`src/rtl/io_port_ctrl_pkg.sv`:
```
// Shared types and constants for the I/O port sequencing controller.
package io_pkg;

  localparam int NPORTS = 4;
  localparam int PSEL_W = 2;

  typedef enum logic [1:0] {
    IDLE     = 2'b00,
    WAIT_IN  = 2'b01,
    WAIT_OUT = 2'b10,
    DONE     = 2'b11
  } state_e;

  // One-hot decode of a port index, used for the per-port ready/valid strobes.
  function automatic logic [NPORTS-1:0] port_onehot(input logic [PSEL_W-1:0] p);
    logic [NPORTS-1:0] v;
    v    = '0;
    v[p] = 1'b1;
    return v;
  endfunction

endpackage

```
`src/rtl/io_port_ctrl_if.sv`:
```
// CPU request/response bus plus the four external port handshakes.
// master: the CPU and port registers; slave: the sequencing controller.
interface io_port_ctrl_if #(
  parameter int WIDTH = 8
);
  import io_pkg::*;

  logic                     cpu_in_req;
  logic                     cpu_out_req;
  logic [PSEL_W-1:0]        cpu_port;
  logic [WIDTH-1:0]         cpu_wdata;
  logic [WIDTH-1:0]         cpu_rdata;
  logic                     cpu_busy;
  logic                     cpu_done;
  logic                     cpu_err;

  logic [NPORTS*WIDTH-1:0]  in_data;
  logic [NPORTS-1:0]        in_valid;
  logic [NPORTS-1:0]        in_ready;
  logic [NPORTS*WIDTH-1:0]  out_data;
  logic [NPORTS-1:0]        out_valid;
  logic [NPORTS-1:0]        out_ready;

  modport master (
    output cpu_in_req, cpu_out_req, cpu_port, cpu_wdata,
    input  cpu_rdata, cpu_busy, cpu_done, cpu_err,
    output in_data, in_valid,
    input  in_ready,
    input  out_data, out_valid,
    output out_ready
  );

  modport slave (
    input  cpu_in_req, cpu_out_req, cpu_port, cpu_wdata,
    output cpu_rdata, cpu_busy, cpu_done, cpu_err,
    input  in_data, in_valid,
    output in_ready,
    output out_data, out_valid,
    input  out_ready
  );

endinterface

```
`src/rtl/io_port_ctrl_watchdog.sv`:
```
// Clearable 8-bit wait timer; expire flags the last permitted wait cycle.
module io_watchdog #(
  parameter int TIMEOUT = 255
) (
  input  logic clk,
  input  logic reset,
  input  logic clr,
  input  logic en,
  output logic expire
);

  logic [7:0] cnt_q, cnt_d;

  // Next count: clear has priority over counting.
  // NOTE: every always_comb output gets a default first, so no path can infer a latch.
  always_comb begin
    cnt_d = cnt_q;
    if (clr) begin
      cnt_d = '0;
    end else if (en) begin
      cnt_d = cnt_q + 8'd1;
    end
  end

  // Count register.
  // NOTE: sequential state uses non-blocking assignments so all flops update together.
  always_ff @(posedge clk or negedge reset) begin
    if (!reset) begin
      cnt_q <= '0;
    end else begin
      cnt_q <= cnt_d;
    end
  end

  assign expire = (cnt_q == 8'(TIMEOUT - 1));

endmodule

```
`src/rtl/io_port_ctrl.sv`:
```
// Sequences single-cycle CPU IN/OUT requests into a port handshake,
// stalls the CPU while busy, aborts on timeout, owns the held output values.
module io_port_ctrl
  import io_pkg::*;
#(
  parameter int WIDTH   = 8,
  parameter int TIMEOUT = 255
) (
  input logic           clk,
  input logic           reset,
  io_port_ctrl_if.slave bus
);

  state_e                       state_q, state_d;
  logic [PSEL_W-1:0]            psel_q, psel_d;
  logic [WIDTH-1:0]             rdata_q, rdata_d;
  logic [NPORTS-1:0][WIDTH-1:0] out_data_q, out_data_d;
  logic [NPORTS-1:0]            in_ready_q, in_ready_d;
  logic [NPORTS-1:0]            out_valid_q, out_valid_d;
  logic                         busy_q, busy_d;
  logic                         done_q, done_d;
  logic                         err_q, err_d;

  logic [NPORTS-1:0][WIDTH-1:0] in_words;
  logic                         in_hs;
  logic                         out_hs;
  logic                         waiting;
  logic                         expire;

  assign in_words = bus.in_data;
  assign in_hs    = (state_q == WAIT_IN)  && bus.in_valid[psel_q];
  assign out_hs   = (state_q == WAIT_OUT) && bus.out_ready[psel_q];
  assign waiting  = (state_q == WAIT_IN)  || (state_q == WAIT_OUT);

  io_watchdog #(
    .TIMEOUT(TIMEOUT)
  ) u_watchdog (
    .clk   (clk),
    .reset (reset),
    .clr   (state_q == IDLE),
    .en    (waiting && !(in_hs || out_hs)),
    .expire(expire)
  );

  // Next-state, latched port/data and registered strobe decode.
  always_comb begin
    state_d    = state_q;
    psel_d     = psel_q;
    rdata_d    = rdata_q;
    out_data_d = out_data_q;
    err_d      = 1'b0;

    case (state_q)
      IDLE: begin
        // IN wins a tie; the CPU keeps OUT asserted and it is served next.
        if (bus.cpu_in_req) begin
          psel_d  = bus.cpu_port;
          state_d = WAIT_IN;
        end else if (bus.cpu_out_req) begin
          psel_d                   = bus.cpu_port;
          out_data_d[bus.cpu_port] = bus.cpu_wdata;
          state_d                  = WAIT_OUT;
        end
      end
      WAIT_IN: begin
        if (in_hs) begin
          rdata_d = in_words[psel_q];
          state_d = DONE;
        end else if (expire) begin
          err_d   = 1'b1;
          state_d = DONE;
        end
      end
      WAIT_OUT: begin
        if (out_hs) begin
          state_d = DONE;
        end else if (expire) begin
          err_d   = 1'b1;
          state_d = DONE;
        end
      end
      default: state_d = IDLE;
    endcase

    // Strobes are registered from next state and port so they carry no
    // combinational path from in_valid or out_ready.
    busy_d      = (state_d != IDLE);
    done_d      = (state_d == DONE);
    in_ready_d  = (state_d == WAIT_IN)  ? port_onehot(psel_d) : '0;
    out_valid_d = (state_d == WAIT_OUT) ? port_onehot(psel_d) : '0;
  end

  // Controller state and registered outputs.
  always_ff @(posedge clk or negedge reset) begin
    if (!reset) begin
      state_q     <= IDLE;
      psel_q      <= '0;
      rdata_q     <= '0;
      // NOTE: the held output values are architecturally visible, so this
      // register array is reset like any other state rather than left undefined.
      out_data_q  <= '0;
      in_ready_q  <= '0;
      out_valid_q <= '0;
      busy_q      <= 1'b0;
      done_q      <= 1'b0;
      err_q       <= 1'b0;
    end else begin
      state_q     <= state_d;
      psel_q      <= psel_d;
      rdata_q     <= rdata_d;
      out_data_q  <= out_data_d;
      in_ready_q  <= in_ready_d;
      out_valid_q <= out_valid_d;
      busy_q      <= busy_d;
      done_q      <= done_d;
      err_q       <= err_d;
    end
  end

  assign bus.cpu_rdata = rdata_q;
  assign bus.cpu_busy  = busy_q;
  assign bus.cpu_done  = done_q;
  assign bus.cpu_err   = err_q;
  assign bus.in_ready  = in_ready_q;
  assign bus.out_data  = out_data_q;
  assign bus.out_valid = out_valid_q;

endmodule

```
`src/flat_wrapper.sv`:
```
// flat-port wrapper written by rule: the top's interface ports become plain ports
module io_port_ctrl_flat import io_pkg::*;
#(
  parameter int WIDTH   = 8,
  parameter int TIMEOUT = 255
)
  (clk, reset, bus_cpu_in_req, bus_cpu_out_req, bus_cpu_port, bus_cpu_wdata, bus_cpu_rdata, bus_cpu_busy, bus_cpu_done, bus_cpu_err, bus_in_data, bus_in_valid, bus_in_ready, bus_out_data, bus_out_valid, bus_out_ready);
  io_port_ctrl_if #(.WIDTH(WIDTH)) bus_i ();
  input logic clk;
  input logic reset;
  input wire logic [$bits(bus_i.cpu_in_req)-1:0] bus_cpu_in_req;
  input wire logic [$bits(bus_i.cpu_out_req)-1:0] bus_cpu_out_req;
  input wire logic [$bits(bus_i.cpu_port)-1:0] bus_cpu_port;
  input wire logic [$bits(bus_i.cpu_wdata)-1:0] bus_cpu_wdata;
  output wire logic [$bits(bus_i.cpu_rdata)-1:0] bus_cpu_rdata;
  output wire logic [$bits(bus_i.cpu_busy)-1:0] bus_cpu_busy;
  output wire logic [$bits(bus_i.cpu_done)-1:0] bus_cpu_done;
  output wire logic [$bits(bus_i.cpu_err)-1:0] bus_cpu_err;
  input wire logic [$bits(bus_i.in_data)-1:0] bus_in_data;
  input wire logic [$bits(bus_i.in_valid)-1:0] bus_in_valid;
  output wire logic [$bits(bus_i.in_ready)-1:0] bus_in_ready;
  output wire logic [$bits(bus_i.out_data)-1:0] bus_out_data;
  output wire logic [$bits(bus_i.out_valid)-1:0] bus_out_valid;
  input wire logic [$bits(bus_i.out_ready)-1:0] bus_out_ready;
  assign bus_i.cpu_in_req = bus_cpu_in_req;
  assign bus_i.cpu_out_req = bus_cpu_out_req;
  assign bus_i.cpu_port = bus_cpu_port;
  assign bus_i.cpu_wdata = bus_cpu_wdata;
  assign bus_cpu_rdata = bus_i.cpu_rdata;
  assign bus_cpu_busy = bus_i.cpu_busy;
  assign bus_cpu_done = bus_i.cpu_done;
  assign bus_cpu_err = bus_i.cpu_err;
  assign bus_i.in_data = bus_in_data;
  assign bus_i.in_valid = bus_in_valid;
  assign bus_in_ready = bus_i.in_ready;
  assign bus_out_data = bus_i.out_data;
  assign bus_out_valid = bus_i.out_valid;
  assign bus_i.out_ready = bus_out_ready;
  io_port_ctrl #(.WIDTH(WIDTH), .TIMEOUT(TIMEOUT)) u_core (.clk(clk), .reset(reset), .bus(bus_i));
endmodule
```
`config.mk`:
```
export PLATFORM = sky130hd
export DESIGN_NAME = io_port_ctrl_flat
export DESIGN_NICKNAME = d
export VERILOG_FILES = /design/src/rtl/io_port_ctrl_pkg.sv /design/src/rtl/io_port_ctrl_if.sv /design/src/rtl/io_port_ctrl_watchdog.sv /design/src/rtl/io_port_ctrl.sv /design/src/flat_wrapper.sv
export SDC_FILE = /design/constraint.sdc
export NUM_CORES = 1
export LEC_CHECK = 0
export ABC_AREA = 1
export BUFFER_PORTS_ARGS = -buffer_cell sky130_fd_sc_hd__clkbuf_2
export CORE_ASPECT_RATIO = 1.25
export CORE_MARGIN = 2
export CORE_UTILIZATION = 50
export DETAILED_ROUTE_END_ITERATION = 8
export PLACE_DENSITY = 0.89
export RECOVER_POWER = 100
export SETUP_SLACK_MARGIN = 0.15
export SLEW_MARGIN = 40
export SYNTH_ARGS = -nofsm -noshare
export SYNTH_HDL_FRONTEND = slang
export SYNTH_SLANG_ARGS = --single-unit
```
`constraint.sdc`:
```
create_clock -name clk -period 2.23 [get_ports clk]
set_clock_uncertainty 0.1 [all_clocks]
set_input_delay 0.3345 -clock clk [delete_from_list [all_inputs] [get_ports clk]]
set_output_delay 0.3345 -clock clk [all_outputs]
set_load 0.01 [all_outputs]
```
==> results of run 1 <==
-- state kept, by name, indices dropped and copies added (netlist names) --
| name | count |
|---|---|
| u_core.bus.cpu_busy | 1 |
| u_core.bus.cpu_done | 1 |
| u_core.bus.cpu_err | 1 |
| u_core.bus.cpu_rdata | 8 |
| u_core.bus.in_ready | 4 |
| u_core.bus.out_data | 32 |
| u_core.bus.out_valid | 4 |
| u_core.psel_q | 2 |
| u_core.state_q | 2 |
| u_core.u_watchdog.cnt_q | 8 |
-- layer usage --
metal,vias to the layer above,part of all wire (%),global-route usage [%]
met5,-,0,0
met4,0,1.5,7.12
met3,16,7.1,7.55
met2,94,54,39.9
met1,1233,38,24.7
li1,1241,-,-
-- layout make-up --
class	instances	area (µm²)	share of cell area, %
tap	66	82.6	2.21
inverter	19	71.3	1.90
clock buffer	9	124	3.31
sequential	63	1580	42.1
timing repair buffer	110	515	13.8
clock inverter	7	80.1	2.14
multi-input combinational	221	1290	34.6
-- worst register-to-register path: cells and delay by family (launching register included) --
kind                     cells  cell delay [ns]
buffers and inverters        1             0.15
flip-flops                   1             0.41
multiplexers                 1             0.41
adder cells (fa/ha/maj)      1             0.23
AND/OR/NAND/NOR              2             0.61
-- cell families after synthesis --
group	synth area share, %
adders and majority gates	2.48
and+or+nand+nor	21.7
buffers and inverters	4.17
xor gates and xnor gates	1.74
muxes	11.9
DFF	52.1
AOI/OAI and AO/OA	5.95
-- final timing paths --
check	from	endpoint	slack, ns
max	u_core.state_q[1]	u_core.bus.out_data[24]	0.22
max in group asynchronous	reset	u_core.bus.out_data[12]	0.56
max reg2reg	u_core.state_q[1]	u_core.bus.out_data[24]	0.22
min	bus_cpu_wdata[1]	u_core.bus.out_data[1]	0.16
min reg2reg	u_core.bus.cpu_rdata[2]	u_core.bus.cpu_rdata[2]	0.38
min in group asynchronous	reset	u_core.bus.cpu_err	0.67
-- where the power goes --
group / internal, mW / switching (mW)
sequential: 1.62 / 0.287
combinational: 0.844 / 1.42
clock: 0.526 / 0.472
total: 2.99 / 2.17
-- what timing repair did --
action	in CTS	in global routing
endpoints found under the hold margin	21	0
hold buffers	1	0
setup endpoints to repair	0	1
resized for setup	0	1
-- placed cells by master (no fill, tap or decap) --
cell	instances
sky130_fd_sc_hd__nand2_1	75
sky130_fd_sc_hd__dfrtp_1	63
sky130_fd_sc_hd__clkbuf_2	52
sky130_fd_sc_hd__clkbuf_1	52
sky130_fd_sc_hd__nor2_1	41
sky130_fd_sc_hd__mux2_2	32
sky130_fd_sc_hd__o21ai_0	20
sky130_fd_sc_hd__inv_1	18
sky130_fd_sc_hd__nand3_1	16
sky130_fd_sc_hd__clkbuf_8	9
sky130_fd_sc_hd__o22ai_1	8
sky130_fd_sc_hd__nand3_2	6
sky130_fd_sc_hd__a21oi_1	6
sky130_fd_sc_hd__ha_1	6
sky130_fd_sc_hd__xor2_1	4
sky130_fd_sc_hd__buf_4	4
sky130_fd_sc_hd__nor3_4	2
sky130_fd_sc_hd__xnor2_1	2
sky130_fd_sc_hd__nor2_2	2
sky130_fd_sc_hd__clkinvlp_4	2
sky130_fd_sc_hd__inv_6	2
sky130_fd_sc_hd__clkinv_4	2
sky130_fd_sc_hd__clkinv_1	1
sky130_fd_sc_hd__nand2_2	1
sky130_fd_sc_hd__bufinv_16	1
sky130_fd_sc_hd__dlygate4sd3_1	1
sky130_fd_sc_hd__buf_12	1
-- per-stage QoR --
stage | std cells | hold WS [ns] | instance area [µm²]
after global routing | 495 | 0.162 | 3740
after detailed placement | 478 | 0.246 | 3630
final | 495 | 0.156 | 3740
after floorplan | 311 | -0.0611 | 3030
after global placement | 478 | 0.240 | 3630
after CTS | 495 | 0.151 | 3840
==> results.md, run 1 <==
• **maximum clock frequency** 497 MHz
• **final weighted congestion in routability-driven placement** 0.856
• **pin count of the biggest net entering global routing** 43
• **Mapped Nets** 371
• **Total GRT Usage** 22.5%
• **total negative slack** 0 ns
• **via count of the first global-routing pass** 2621
• **worst-case setup margin in the final layout** 0.219 ns
• **DRC violations left** 0
• **Max clock buf depth** 2
• **Final Hold Viols** 0
• **count of nets after finishing** 484
• **main flop type after synthesis** sky130_fd_sc_hd__dfrtp_1
• **pre-CTS WS** 0.284 ns
• **outcome** finished clean
• **clock input transition at the sequential cells of the worst setup and hold paths** 0.08 ns
• **post-synthesis cell area** 3030 µm²
• **register bit count reported by yosys** 63
• **number of I/O pins** 105
• **delay contributed by the slowest stage of the critical path** 0.43 ns
• **arrival time at the worst endpoint** 2.15 ns
• **Max-cap violations** 0
• **clock tree from TritonCTS** built
• **post-route core utilization** 64.4%
• **Tightest Pin Transition** 1.22 ns
• **global-route wire length before repair** 11700 µm
• **biggest area contributors in the synthesized netlist** sky130_fd_sc_hd__dfrtp_1, sky130_fd_sc_hd__mux2_2, sky130_fd_sc_hd__nand2_1
• **critical path launch point type** flip-flop
• **Worst Hold Path Cells** 2
• **number of endpoints failing setup at the final stage** 0
• **post-synthesis async set-or-reset flop share** 100%
• **unrepaired setup endpoints after global routing** no
• **Root Buffer Master** sky130_fd_sc_hd__clkbuf_8
• **Critical Setup Path Class** flip-flop to flip-flop
• **worst min path class** input port to flip-flop
• **share of the yosys chip area belonging to registers** 52.1%
• **synthesis-to-layout area growth** 23.7%
• **# port buffers** 104
• **minimum period implied by the final worst setup slack** 2.01 ns
• **ANT cells** 0
• **postcts setup bufs** 0
• **list of cells traversed by the critical path** inv_1 > ha_1 > nand3_2 > nor2_2 > mux2_2
• **final wirelength** 7010 µm
• **via density per instance** 5.22
• **DR pass1 iterations** 4
• **power density over cell area** 1380 nW/µm²
• **required arrival time at the worst endpoint** 2.37 ns
• **number of pins exceeding their max-slew limit in the final report** 0
• **detailed-route via count** 2584
• **DIE WIDTH** 73.6 µm
• **full die area** 6700 µm²
• **leakage dissipation** 1.87 nW
• **Mapped Cells** 311
• **worst-case vdd ir drop** 0.000826 V
• **Site Rows** 31
• **clock sink count** 63
• **EDFF count, synth** 0
• **mean post-synth cell area** 9.74 µm²
• **Antenna Violating Nets Remaining** 0
• **Detailed Place HPWL** 5370 µm
• **number of buffer and inverter stages on the critical path** 1
• **number of cells on the worst reg-to-reg path** 5
• **Iteration-0 DRC Markers** 166
• **commonest cells in the synthesized netlist** sky130_fd_sc_hd__nand2_1, sky130_fd_sc_hd__dfrtp_1, sky130_fd_sc_hd__nor2_1, sky130_fd_sc_hd__mux2_2, sky130_fd_sc_hd__o21ai_0
• **total power after layout** 5.16 mW
• **Slew headroom** 18.4%
• **top cell type's share of synthesized area** 52.1%
• **layout cells sized above 1** 27.0%
• **Synth warnings** 0
• **Distinct cells, synth** 22
• **Die Y** 91.0 µm
• **CP endpoint kind** flip-flop
• **number of antenna violations at the first check in global routing** 0
• **total number of H-tree levels** 3
• **CTS Buf Count** 9
• **maximum net fanout on the critical path** 8
• **critical path depth** 5
• **final worst-path cycle share** 90.2%
• **initial core utilization** 52.0%
• **area leader, netlist** sky130_fd_sc_hd__dfrtp_1
• **crit path max-delay cell type** sky130_fd_sc_hd__nor2_2
• **Crit path max-delay family** simple AND/OR/NAND/NOR gates
• **CORE AREA** 5820 µm²
• **filler cell count** 487
• **most frequently used cell type in the post-synthesis netlist** sky130_fd_sc_hd__nand2_1
• **DR WL/cell** 14.2 µm
• **final global-route overflow total** 0
• **worst skew pair latency** 0.34 ns
Note: power is estimated with default switching activity, not from simulation.
==> run 2: changes to the inputs <==
--- a/config.mk
+++ b/config.mk
@@ -6,7 +6,7 @@
 export NUM_CORES = 1
 export LEC_CHECK = 0
 export ABC_AREA = 1
-export BUFFER_PORTS_ARGS = -buffer_cell sky130_fd_sc_hd__clkbuf_2
+export BUFFER_PORTS_ARGS = -buffer_cell sky130_fd_sc_hd__buf_2
 export CORE_ASPECT_RATIO = 1.25
 export CORE_MARGIN = 2
 export CORE_UTILIZATION = 50
==> run 2 against run 1 <==
Against the previous run:
- routed wire length is 9.3% higher
- global-route usage is 1.5 points higher
- clock power is 12% lower
- critical endpoint is now u_core.bus.out_data[8]
- highest routed layer unchanged
- fmax is 1.3% lower
- cell area is 0.57% lower
==> results.md, run 2 (synthesis results as in run 1) <==
• **outcome** finished clean
• **Total GRT Usage** 24.1%, +1.5 points
• **layout cells sized above 1** 27.4%, +0.34 points
• **crit path from** u_core.state_q[0]
• **DIE WIDTH** 73.6 µm, unchanged
• **CTS Buf Count** 9, unchanged
• **global-route wire length before repair** 12300 µm, +5.2%
• **hold-fix buffer count after cts** 1, unchanged
• **number of pins exceeding their max-slew limit in the final report** 0, unchanged
• **final weighted congestion in routability-driven placement** 0.832, -2.8%
• **most used cells in the layout excluding fill and tap cells** sky130_fd_sc_hd__nand2_1, sky130_fd_sc_hd__dfrtp_1, sky130_fd_sc_hd__buf_2
• **clock input transition at the sequential cells of the worst setup and hold paths** 0.08 ns, about the same
• **commonest non-fill, non-tap cell in the layout** sky130_fd_sc_hd__nand2_1
• **power density over cell area** 1380 nW/µm², +0.25%
• **total number of H-tree levels** 3, unchanged
• **number of I/O pins** 105, unchanged
• **# port buffers** 104, unchanged
• **endpoint of the worst register-to-register path** u_core.bus.out_data[8]
• **full die area** 6700 µm², unchanged
• **Reg2Reg Launch Point** u_core.state_q[0]
• **filler cell count** 472, -3.1%
• **minimum period implied by the final worst setup slack** 2.04 ns, +0.0274 ns
• **count of nets after finishing** 486, +0.41%
• **total negative slack** 0 ns, unchanged
• **arrival time at the worst endpoint** 2.18 ns, +0.03 ns
• **Final Hold Viols** 0, unchanged
• **leakage dissipation** 1.86 nW, -0.63%
• **maximum clock frequency** 491 MHz, -1.3%
• **required arrival time at the worst endpoint** 2.37 ns, about the same
• **end of the critical path** u_core.bus.out_data[8]
• **Max clock buf depth** 2, unchanged
• **Critical Setup Path Class** flip-flop to flip-flop
• **count of cells resized by post-cts repair** 0, unchanged
• **worst reg-to-reg setup slack** 0.19 ns, -0.03 ns
• **worst min path class** input port to flip-flop
• **CORE AREA** 5820 µm², unchanged
• **clock sink count** 63, unchanged
• **Site Rows** 31, unchanged
• **ANT cells** 0, unchanged
• **maximum net fanout on the critical path** 8, unchanged
• **via count of the first global-routing pass** 2780, +6.1%
• **clock tree from TritonCTS** built
• **final wirelength** 7660 µm, +9.3%
• **via density per instance** 5.37, +2.8%
• **Die Y** 91.0 µm, unchanged
• **DR pass1 iterations** 4, unchanged
• **number of endpoints failing setup at the final stage** 0, unchanged
• **Slew headroom** 10.7%, -7.7 points
• **Tightest Pin Transition** 1.34 ns, +0.116 ns
• **postcts setup bufs** 0, unchanged
• **CP endpoint kind** flip-flop
• **worst skew pair latency** 0.35 ns, about the same
• **detailed-route via count** 2667, +3.2%
• **synthesis-to-layout area growth** 23.0%
• **Detailed Place HPWL** 5560 µm, +3.5%
• **initial core utilization** 52.0%, unchanged
• **final worst-path cycle share** 91.4%, +1.2 points
• **Antenna Violating Nets Remaining** 0, unchanged
• **Max-cap violations** 0, unchanged
• **post-route core utilization** 64.0%, -0.37 points
• **pin count of the biggest net entering global routing** 64, +49%
• **DRC violations left** 0, unchanged
• **max FFs per register** 32, unchanged
• **critical path launch point type** flip-flop
• **number of cells on the worst reg-to-reg path** 6, +1
• **Root Buffer Master** sky130_fd_sc_hd__clkbuf_8
• **DR WL/cell** 15.4 µm, +8.8%
• **unrepaired setup endpoints after global routing** no
• **final global-route overflow total** 0, unchanged
• **number of antenna violations at the first check in global routing** 0, unchanged
• **Iteration-0 DRC Markers** 141, -15%
• **worst-case vdd ir drop** 0.000781 V, -5.6%
run 2: how the worst min path moves through the flow:
stage / startpoint / cells past startpoint / endpoint
global route: bus_cpu_wdata[2] / 2 / u_core.bus.out_data[18]
finish: bus_cpu_wdata[3] / 2 / u_core.bus.out_data[27]
detailed placement: reset / 2 / u_core.bus.cpu_rdata[1]
global placement: reset / 2 / u_core.bus.cpu_rdata[1]
CTS: bus_cpu_wdata[1] / 2 / u_core.bus.out_data[25]
floorplan: reset / 0 / u_core.bus.cpu_busy
run 2: area by class of cell:
class                      count  area [µm²]  share of cell area, %
timing repair buffer         112         529                   14.2
sequential                    63        1580                   42.3
clock buffer                   9         124                   3.33
multi-input combinational    221        1290                   34.7
tap                           66        82.6                   2.22
inverter                      19        71.3                   1.92
clock inverter                 7        48.8                   1.31
run 2: layer usage:
layer	share of wire (%)	track usage, %
met1	38	26.7
met2	52	40.3
met3	7.5	7.99
met4	2.6	11.8
met5	0	0
run 2: worst max-delay path: stages (launching register included):
cell and delay [ns]:
sky130_fd_sc_hd__dfrtp_1 0.43, sky130_fd_sc_hd__inv_1 0.15, sky130_fd_sc_hd__ha_1 0.27, sky130_fd_sc_hd__nand3_4 0.13, sky130_fd_sc_hd__nor3_1 0.33, sky130_fd_sc_hd__buf_12 0.18
sky130_fd_sc_hd__mux2_2 0.34
run 2: power by group:
part | leakage (nW) | internal, mW | switching, mW
Clock | 0.0894 | 0.404 | 0.472
Combinational | 0.966 | 0.859 | 1.51
Sequential | 0.803 | 1.62 | 0.279
Total | 1.86 | 2.88 | 2.26
run 2: metrics by stage:
step                hold slack, ns  total power, mW  worst slack, ns  cell area [µm²]  instances
finish                       0.172             5.14            0.191             3720        497
global route                 0.171             5.48           0.0791             3720        497
CTS                          0.158             5.30            0.224             3840        497
detailed placement           0.270             4.39            0.233             3650        480
global placement             0.268             4.24            0.388             3650        480
floorplan                  -0.0611             3.49            0.480             3030        311
==> run 3: changes to the inputs <==
--- a/config.mk
+++ b/config.mk
@@ -9,9 +9,9 @@
 export BUFFER_PORTS_ARGS = -buffer_cell sky130_fd_sc_hd__buf_2
 export CORE_ASPECT_RATIO = 1.25
 export CORE_MARGIN = 2
-export CORE_UTILIZATION = 50
+export CORE_UTILIZATION = 45
 export DETAILED_ROUTE_END_ITERATION = 8
-export PLACE_DENSITY = 0.89
+export PLACE_DENSITY = 0.82
 export RECOVER_POWER = 100
 export SETUP_SLACK_MARGIN = 0.15
 export SLEW_MARGIN = 40
==> run 3 against run 2 <==
Against the previous run:
- critical path depth fell by 1
- fmax rose by 2.1%
- worst hold slack got worse by 0.0094 ns
- count of clock-buffer cells in the layout did not move
- sequential cell count did not move
- global-route usage fell by 3.6 points
==> results.md, run 3 (synthesis results as in run 1) <==
• **via count of the first global-routing pass** 2608, -6.2%
• **CTS Buf Count** 9, unchanged
• **DRC violations left** 0, unchanged
• **required arrival time at the worst endpoint** 2.36 ns, about the same
• **number of endpoints failing setup at the final stage** 0, unchanged
• **worst min path class** input port to flip-flop
• **CORE AREA** 6520 µm², +12%
• **number of pins exceeding their max-slew limit in the final report** 0, unchanged
• **unrepaired setup endpoints after global routing** no
• **critical path launch point type** flip-flop
• **DR WL/cell** 13.9 µm, -9.8%
• **endpoint of the worst register-to-register path** u_core.bus.out_data[27]
• **Tightest Pin Transition** 1.21 ns, -0.128 ns
• **commonest non-fill, non-tap cell in the layout** sky130_fd_sc_hd__nand2_1
• **global-route wire length before repair** 11900 µm, -3.6%
• **final weighted congestion in routability-driven placement** 0.853, +2.5%
• **Site Rows** 33, +6.5%
• **total negative slack** 0 ns, unchanged
• **count of nets after finishing** 486, unchanged
• **initial core utilization** 46.4%, -5.6 points
• **number of antenna violations at the first check in global routing** 0, unchanged
• **ANT cells** 0, unchanged
• **minimum period implied by the final worst setup slack** 2.00 ns, -0.0420 ns
• **maximum net fanout on the critical path** 8, unchanged
• **outcome** finished clean
• **layout cells sized above 1** 26.9%, -0.46 points
• **worst-case setup margin in the final layout** 0.233 ns, +0.0420 ns
• **Detailed Place HPWL** 5360 µm, -3.6%
• **clock tree from TritonCTS** built
• **final global-route overflow total** 0, unchanged
• **Die Y** 95.7 µm, +5.2%
• **clock sink count** 63, unchanged
• **placed cell count** 501, +4.4%
• **arrival time at the worst endpoint** 2.13 ns, -0.05 ns
• **clock input transition at the sequential cells of the worst setup and hold paths** 0.09 ns, about the same
• **worst-case vdd ir drop** 0.00103 V, +32%
• **Root Buffer Master** sky130_fd_sc_hd__clkbuf_8
• **worst skew pair latency** 0.34 ns, about the same
• **final wirelength** 7210 µm, -5.9%
• **synthesis-to-layout area growth** 25.8%
• **Reg2Reg Launch Point** u_core.state_q[1]
• **maximum clock frequency** 501 MHz, +2.1%
• **HP Start** bus_cpu_wdata[5]
• **Antenna Violating Nets Remaining** 0, unchanged
• **pre-CTS WS** 0.260 ns, +0.0265 ns
• **detailed-route via count** 2601, -2.5%
• **total number of H-tree levels** 3, unchanged
• **pin count of the biggest net entering global routing** 24, -63%
• **Slew headroom** 19.2%, +8.5 points
• **worst-case hold slack** 0.163 ns, -0.00936 ns
• **filler cell count** 581, +23%
• **Final Hold Viols** 0, unchanged
• **Total GRT Usage** 20.4%, -3.6 points
• **DIE WIDTH** 77.4 µm, +5.1%
• **Max clock buf depth** 2, unchanged
• **power density over cell area** 1410 nW/µm², +1.8%
• **number of I/O pins** 105, unchanged
• **CP endpoint kind** flip-flop
• **most used cells in the layout excluding fill and tap cells** sky130_fd_sc_hd__nand2_1, sky130_fd_sc_hd__dfrtp_1, sky130_fd_sc_hd__buf_2, sky130_fd_sc_hd__clkbuf_1, sky130_fd_sc_hd__nor2_1
• **# port buffers** 104, unchanged
• **max FFs per register** 32, unchanged
• **Worst Hold Path Cells** 2, unchanged
• **worst reg-to-reg setup slack** 0.23 ns, +0.04 ns
• **full die area** 7410 µm², +11%
• **Critical Setup Path Class** flip-flop to flip-flop
• **via density per instance** 5.02, -6.4%
• **final worst-path cycle share** 89.5%, -1.9 points
• **number of cells on the worst reg-to-reg path** 5, -1
• **DR pass1 iterations** 4, unchanged
• **leakage dissipation** 1.88 nW, +1.4%
• **Iteration-0 DRC Markers** 144, +2.1%
• **postcts setup bufs** 0, unchanged
• **Max-cap violations** 0, unchanged
• **worst min-delay path endpoint** u_core.bus.out_data[13]
• **final cell count without fillers** 518, +4.2%
## run 3: cell types whose count changed in the layout (fill, tap and decap cells not counted), moves of 2 or more
cell / delta
sky130_fd_sc_hd__buf_4: +2
sky130_fd_sc_hd__clkinv_2: -3
sky130_fd_sc_hd__inv_6: +2
sky130_fd_sc_hd__bufinv_16: +2
sky130_fd_sc_hd__buf_2: -2
## run 3: worst max-delay path, stage by stage (launching register included)
cell and delay (ns):
sky130_fd_sc_hd__dfrtp_1 0.40, sky130_fd_sc_hd__inv_1 0.15, sky130_fd_sc_hd__ha_1 0.26, sky130_fd_sc_hd__nand3_4 0.14, sky130_fd_sc_hd__nor2_2 0.43, sky130_fd_sc_hd__mux2_2 0.41
## run 3: metrics by stage
stage	cell area, µm²	utilization (%)	power, mW
finish	3810	58.4	5.36
global route	3810	58.4	5.75
CTS	3890	59.7	5.51
detailed placement	3650	56.0	4.34
global placement	3650	56.0	4.23
floorplan	3030	-	3.49
## run 3: layer usage
layer / global-route usage (%) / wire (µm) / vias up
met1: 23.2 / 2790 / 1240
li1: - / - / 1248
met3: 5.53 / 494 / 12
met2: 37.2 / 3810 / 101
met5: 0 / 0 / -
met4: 7.14 / 116 / 0
## run 3: worst max-delay path by stage
| stage | start | end | slack, ns | depth (start not counted) |
|---|---|---|---|---|
| 5_1_grt | u_core.state_q[1] | u_core.u_watchdog.cnt_q[0] | 0.09 | 7 |
| 6_report | u_core.state_q[1] | u_core.bus.out_data[27] | 0.23 | 5 |
| 3_3_place_gp | u_core.state_q[1] | u_core.bus.out_data[7] | 0.37 | 5 |
| 2_1_floorplan | u_core.state_q[0] | u_core.bus.out_data[10] | 0.48 | 5 |
| 4_1_cts | u_core.state_q[0] | u_core.bus.out_data[11] | 0.24 | 5 |
| 3_5_place_dp | u_core.state_q[0] | u_core.bus.out_data[3] | 0.26 | 5 |
## run 3: area by class of cell
type / count / area, µm² / area share, %
clock buffer: 9 / 124 / 3.25
clock inverter: 7 / 104 / 2.73
multi-input combinational: 221 / 1310 / 34.3
tap: 87 / 109 / 2.86
sequential: 63 / 1580 / 41.4
timing repair buffer: 112 / 518 / 13.6
inverter: 19 / 71.3 / 1.87
## run 3: timing repair
item	CTS	global route
setup endpoints to repair	0	4
resized for setup	0	2
hold endpoints to repair	21	0
hold buffers	1	0
## run 3: power by group
part	leakage (nW)	internal (mW)	switching [mW]	total [mW]
sequential	0.803	1.62	0.277	1.89
combinational	0.966	0.866	1.45	2.32
clock	0.115	0.645	0.499	1.14
